$ cat src/rtl/rect_fill_ctrl.sv
// Rectangle-fill controller: plots one clipped pixel per clock in raster order.
// Includes empty-rectangle detection, abort and a one-cycle done pulse.
module rect_fill_ctrl #(
  parameter int XW   = 8,
  parameter int YW   = 7,
  parameter int CW   = 3,
  parameter int XMAX = 159,
  parameter int YMAX = 119
) (
  input  logic          clock,
  input  logic          resetb,
  input  logic          start,
  input  logic          abort,
  input  logic [XW-1:0] x0,
  input  logic [XW-1:0] x1,
  input  logic [YW-1:0] y0,
  input  logic [YW-1:0] y1,
  input  logic [CW-1:0] colour_in,
  output logic [XW-1:0] x,
  output logic [YW-1:0] y,
  output logic [CW-1:0] colour,
  output logic          plot,
  output logic          busy,
  output logic          done
);

  localparam logic [1:0] S_IDLE = 2'd0;
  localparam logic [1:0] S_LOAD = 2'd1;
  localparam logic [1:0] S_FILL = 2'd2;
  localparam logic [1:0] S_DONE = 2'd3;

  localparam logic [XW-1:0] XLIM = XW'(XMAX);
  localparam logic [YW-1:0] YLIM = YW'(YMAX);

  logic [1:0]    state_q, state_d;
  logic [XW-1:0] x0_q, x0_d, x1_q, x1_d;
  logic [YW-1:0] y0_q, y0_d, y1_q, y1_d;
  logic [CW-1:0] col_q, col_d;
  logic [XW-1:0] x_q, x_d;
  logic [YW-1:0] y_q, y_d;

  logic [XW-1:0] x1c;
  logic [YW-1:0] y1c;
  logic          empty;

  assign x1c = (x1_q > XLIM) ? XLIM : x1_q;
  assign y1c = (y1_q > YLIM) ? YLIM : y1_q;

  assign empty = (x0_q > x1c) || (y0_q > y1c) ||
                 (x0_q > XLIM) || (y0_q > YLIM);

  always_comb begin
    state_d = state_q;
    x0_d    = x0_q;
    x1_d    = x1_q;
    y0_d    = y0_q;
    y1_d    = y1_q;
    col_d   = col_q;
    x_d     = x_q;
    y_d     = y_q;
    case (state_q)
      S_IDLE: begin
        if (start) begin
          x0_d    = x0;
          x1_d    = x1;
          y0_d    = y0;
          y1_d    = y1;
          col_d   = colour_in;
          state_d = S_LOAD;
        end
      end
      S_LOAD: begin
        if (empty) begin
          state_d = S_DONE;
        end else begin
          x_d     = x0_q;
          y_d     = y0_q;
          state_d = S_FILL;
        end
      end
      S_FILL: begin
        // abort outranks the last-pixel transition
        if (abort) begin
          state_d = S_IDLE;
        end else if (x_q != x1c) begin
          x_d = x_q + XW'(1);
        end else if (y_q != y1c) begin
          x_d = x0_q;
          y_d = y_q + YW'(1);
        end else begin
          state_d = S_DONE;
        end
      end
      S_DONE:  state_d = S_IDLE;
      default: state_d = S_IDLE;
    endcase
  end

  always_ff @(posedge clock or negedge resetb) begin
    if (!resetb) begin
      state_q <= S_IDLE;
      x0_q    <= '0;
      x1_q    <= '0;
      y0_q    <= '0;
      y1_q    <= '0;
      col_q   <= '0;
      x_q     <= '0;
      y_q     <= '0;
    end else begin
      state_q <= state_d;
      x0_q    <= x0_d;
      x1_q    <= x1_d;
      y0_q    <= y0_d;
      y1_q    <= y1_d;
      col_q   <= col_d;
      x_q     <= x_d;
      y_q     <= y_d;
    end
  end

  assign plot   = (state_q == S_FILL);
  assign busy   = (state_q != S_IDLE);
  assign done   = (state_q == S_DONE);
  assign x      = x_q;
  assign y      = y_q;
  assign colour = col_q;

endmodule

$ cat config.mk
export PLATFORM = sky130hd
export DESIGN_NAME = rect_fill_ctrl
export DESIGN_NICKNAME = d
export VERILOG_FILES = /design/src/rtl/rect_fill_ctrl.sv
export SDC_FILE = /design/constraint.sdc
export NUM_CORES = 1
export LEC_CHECK = 0
export CAP_MARGIN = 5
export CORE_ASPECT_RATIO = 0.9
export CORE_UTILIZATION = 45
export DETAILED_ROUTE_END_ITERATION = 8
export HOLD_SLACK_MARGIN = 0.02
export PLACE_DENSITY = 0.81
export SYNTH_ARGS = -nofsm -noshare
export SYNTH_HDL_FRONTEND = slang
export SYNTH_SLANG_ARGS = --single-unit
$ cat constraint.sdc
create_clock -name clock -period 4.59 [get_ports clock]
set_input_delay 1.377 -clock clock [delete_from_list [all_inputs] [get_ports clock]]
set_output_delay 1.377 -clock clock [all_outputs]
set_load 0.02 [all_outputs]
=== Word level (Yosys, flattened, before mapping) ===
Cells that the tools add are included.

* Bits in registers: 50
* Bits of input ports: 37

* $lt $le $gt $ge: 6
* Reductions and logical operators: 10
* Eq/ne operators: 13
* $add $sub $neg: 2
* Mux-type cells: 18

{| class="wikitable"
|+ Operators by type and width
! kind !! count
|-
| 2-to-1 mux 8 bit || 5
|-
| 2-to-1 mux 7 bit || 5
|-
| > comparator 8 bit (second input constant) || 2
|-
| case mux 8 bit (2 select lines) || 1
|-
| > comparator 7 bit (second input constant) || 2
|-
| case mux 7 bit (2 select lines) || 1
|-
| adder 8 x 1 -> 8 bit (second input constant) || 1
|-
| > comparator 8 bit || 1
|-
| 2-to-1 mux 2 bit || 4
|-
| inequality test 2 bit (second input constant) || 4
|-
| inequality test 8 bit || 1
|-
| case mux 2 bit (4 select lines) || 1
|-
| adder 7 x 1 -> 7 bit (second input constant) || 1
|-
| > comparator 7 bit || 1
|-
| inequality test 7 bit || 1
|-
| inequality test 3 bit (second input constant) || 2
|-
| AND reduction 5 bit || 1
|-
| equality test 2 bit (second input constant) || 2
|-
| AND reduction 4 bit || 1
|-
| nonzero test 2 bit || 2
|-
| logical OR 1 bit || 3
|-
| inequality test 3 x 1 -> 1 bit (second input constant) || 1
|-
| AND reduction 3 bit || 1
|-
| equality test 2 x 1 -> 1 bit (second input constant) || 1
|-
| 4 further kinds || 4
|}

=== Depth between registers and ports, before layout ===
* Word-level depth: 8
* Gate-level depth with buffers: 12
* Gate-level depth less buffers: 10

=== Least setup slack after synthesis ===
Ideal clock, no wire load.

* Path type: reg-to-reg
* Start: register x1_q[6]
* End: register x_q[4], in the netlist x[4]
* Data required time: 4.461 ns
* Setup slack: 1.973 ns
* Library setup time: 0.129 ns
* Cell stages (with the launch flop): 12
* Arrival time: 2.488 ns
* Clock period less this slack: 2.617 ns
* Buffers on the path: 1
* Cell sequence: dfrtp_1 o21a_2 nor2_1 ha_1 nor2b_1 o21ai_0 nor4bb_1 o2111ai_1 o22ai_1 and2_4 buf_6 a31oi_1

* Cells in the longest elaborated chain, start to end: 8
* Elaborated cells on any way between the ends: 13
* Classes of those cells: 2 x order compare; 3 x eq/ne; 4 x mux; 4 x reduce/logical

{| class="wikitable"
|+ RTL lines
! what !! RTL line !! text
|-
| start, declared || 36 || <nowiki>logic [XW-1:0] x0_q, x0_d, x1_q, x1_d;</nowiki>
|-
| start signal, assigned || 103 || <nowiki>x1_q <= '0;</nowiki>
|-
| start signal, assigned || 112 || <nowiki>x1_q <= x1_d;</nowiki>
|-
| > comparator 8 bit || 46 || <nowiki>assign x1c = (x1_q > XLIM) ? XLIM : x1_q;</nowiki>
|-
| 2-to-1 mux 8 bit * || 46 ||
|-
| > comparator 8 bit || 49 || <nowiki>assign empty = (x0_q > x1c) || (y0_q > y1c) ||</nowiki>
|-
| logical OR 1 bit (2 in series) || 49 ||
|-
| logical OR 1 bit || 50 || <nowiki>(x0_q > XLIM) || (y0_q > YLIM);</nowiki>
|-
| inequality test 2 bit (no line) || n/a ||
|-
| AND reduction 4 bit (no line) || n/a ||
|-
| end signal, assigned || 107 || <nowiki>x_q <= '0;</nowiki>
|-
| end signal, assigned || 116 || <nowiki>x_q <= x_d;</nowiki>
|-
| end, declared || 39 || <nowiki>logic [XW-1:0] x_q, x_d;</nowiki>
|}

Mark *: on every way between the ends. The rest lies on a longest branch, timed or not. The select of a mux whose other input is x is not followed.
A chain may end at the register's enable or synchronous reset.

=== Final worst setup path ===
* Start: register state_q[0]
* End: output port plot

* Cells in the longest elaborated chain, start to end: 1

{| class="wikitable"
|+ RTL lines
! what !! RTL line !! text
|-
| start, declared || 35 || <nowiki>logic [1:0] state_q, state_d;</nowiki>
|-
| start signal, assigned || 110 || <nowiki>state_q <= state_d;</nowiki>
|-
| equality test 2 bit || 121 || <nowiki>assign plot = (state_q == S_FILL);</nowiki>
|-
| end, declared || 22 || <nowiki>output logic plot,</nowiki>
|}

Every way passes these cells.

==> key figures <==
Outcome
  – Status: complete, but fails checks
  – Failing checks: DRC

Worst setup path
  – Critical Path Source Type: register
  – Reg2Reg Depth: 10
  – Worst setup EP type: output port
  – Crit-path max FO: 21
  – Worst setup path category: reg -> out
  – CP required: 3.21 ns
  – Critical Path AT: 2.09 ns

Synthesis
  – Post-synth cell types: 53
  – Commonest cells in the netlist: 50 x dfrtp_1, 30 x mux2_2, 26 x o21ai_0
  – Post-Syn Instances: 307
  – Mapped Area: 3037 um2
  – Register bit total from synthesis: 50
  – Part of the Yosys area used for sequential elements: 41.20%
  – Top_reg_cell synth: dfrtp_1
  – Syn nets: 361
  – Most common cell in the netlist: dfrtp_1
  – Syn Area/Cell: 9.891 um2
  – Async set-reset flop share out of synthesis: 100.0%
  – Area share of the leading cell type in the synthesized netlist: 41.20%
  – Post-synth EDFFs: 0
  – Area contributors post-synth: dfrtp_1 41%, mux2_2 11%, ha_1 7.0%
  – Yosys top cell by area: dfrtp_1
  – Synthesis warning total: 0

Die
  – Die area: 7081 um2
  – Initial Util: 46.35%
  – # IOs: 58
  – Core area: 6551 um2
  – Row Count: 28
  – DIE WIDTH: 88.59 um
  – Chip height: 79.93 um

Timing
  – RSZ-0062 raised after global routing: no
  – Clock Skews: 0.005914 ns
  – Fmax: 0.2881 GHz
  – Setup violators final: 0
  – Slew HR: 28.71%
  – Slew Viols, Final: 0
  – Period utilisation layout: 75.63%
  – Hold Fails Final Rpt: 0
  – Final min period: 3.471 ns
  – Least-Margin Pin Slew: 1.069 ns
  – TNS Setup: 0 ns

GRT
  – Largest net degree at the start of global routing: 51
  – Vias in the first global route: 2397
  – First-pass GRT wire length: 11.34 mm
  – GRT Overall Usage: 20.52%
  – Global route overflow: 0
  – Antenna violations before repair: 0

Clock network
  – Cts bufs inserted: 5
  – CTS sink cnt: 50
  – Reg clk slew, reported paths: 0.09 ns
  – Clk_lat worst skew: 0.30 ns
  – Htree depth: 2
  – Clk buf depth: 2
  – Post-CTS Hold Buffers: 0
  – CTS tree: yes
  – Post-CTS resize count: 0
  – Setup Fix Bufs, Post-CTS: 0
  – Root Buffer Master: clkbuf_8

Final layout
  – Fin util: 57.52%
  – Multi-input gate area: 1685 um2
  – Register Area: 1251 um2
  – Share of layout cells above drive strength 1: 13.65%
  – Synthesis-to-finish area growth: 24.10%
  – Final Non-Filler Cells: 449
  – Fillers: 576
  – NumNets Final: 412
  – Antenna Cells: 0

Routing
  – TritonRoute pass-1 iters: 9
  – Drt wl/cell: 14.87 um
  – Final wirelength: 6.676 mm
  – DRC: 1
  – Final ANT Viol Nets: 0
  – Post-DR vias/cell: 5.606
  – Detailed-route via count: 2517
  – DR iter-0 viols: 129

Placement
  – Dpl hpwl: 5.114 mm
  – Number of port buffers: 57
  – Dpl cells: 441
  – GPL Wtd Cong: 0.8406

Power and ir drop
  – Clock power share: 10.7%
  – Pwr Density: 751.0 nW/um2
  – Max IR drop VDD: 223.6 uV
  – Flop pwr share: 34.7%
  – Leakage: 0.001579 uW
  – Switch Pwr: 1235 uW
  – Pint: 1595 uW
  – Sw Ratio: 43.65%
  – Logic pwr share: 54.5%

Hold path
  – Hold path cells: 1
  – Hold Crit Class: reg -> reg

Job
  – Max Cap Viol: 0
## per-stage QoR
stage	setup slack (ns)	total power, uW	area [um2]	hold slack [ns]
2_1_floorplan	1.973	2030	3037	0.4656
3_3_place_gp	1.366	2444	3660	0.4850
3_5_place_dp	1.311	2524	3660	0.4935
4_1_cts	1.121	2834	3769	0.5153
5_1_grt	0.9806	3080	3769	0.5305
6_report	1.119	2830	3769	0.5140
## cell type report
type | instances | share of cell area, %
multi-input cells | 232 | 44.72
flip-flops and latches | 50 | 33.20
repair buffers | 57 | 15.01
well taps | 90 | 2.988
clock buffers | 5 | 1.826
inverters | 12 | 1.195
clock inverters | 3 | 1.062
## cell families (layout without fill, tap and decap cells)
group,count (synthesis),in the layout,share of synthesized area (%)
flops,50,50,41.20
buf+inv,25,77,3.543
simple gates,94,94,17.43
xor+xnor,12,12,3.461
fa+ha+maj,17,17,7.004
mux,35,35,12.77
compound gates,74,74,14.59
## power by group through the flow
stage,sequential (uW),combinational (uW),clock [uW]
floorplan,966,1060,0
global placement,971,1470,0
detailed placement,986,1540,0
CTS,975,1550,310
global route,1020,1730,327
finish,982,1540,304
## state kept, by name, summed over array words and instances, names as in the netlist
signal and flops:
y0_q 7, x 8, state_q 2, y1_q 7
x0_q 8, x1_q 8, y 7, colour 3
## worst max-delay path, cell delays in order (launching register included)
cell and delay (ns):
dfrtp_1 0.42, nand2b_1 0.46, inv_1 0.25, clkdlybuf4s50_1 0.66
## path summary, 6_finish.rpt
path / from / slack [ns] / end
min in group asynchronous: resetb / 1.27 / x[5]
setup reg to reg: x1_q[6] / 1.52 / x[0]
hold reg to reg: colour[2] / 0.51 / colour[2]
max in group asynchronous: resetb / 2.67 / x1_q[0]
hold / removal: colour[2] / 0.51 / colour[2]
setup / recovery: state_q[0] / 1.12 / plot
## per-layer routing
metal	up-vias	routed length [um]	track usage, %
li1	1218	-	-
met1	1212	3179	29.50
met2	79	3120	31.62
met3	8	297	3.206
met4	0	80	6.129
met5	-	0	0
## cells in the final DEF, fill, tap and decap left out, drive strengths merged, types with 4 or more instances in the layout
master,count
mux2,30
nand2b,6
ha,17
a31oi,8
clkdlybuf4s50,56
nor2,19
o21ai,30
mux2i,5
clkbuf,5
nand3,10
and3,5
a211oi,4
xor2,9
and2,4
dfrtp,50
nand4,4
inv,12
nand2,23
a21oi,16
(Power assumes the default switching activity.)
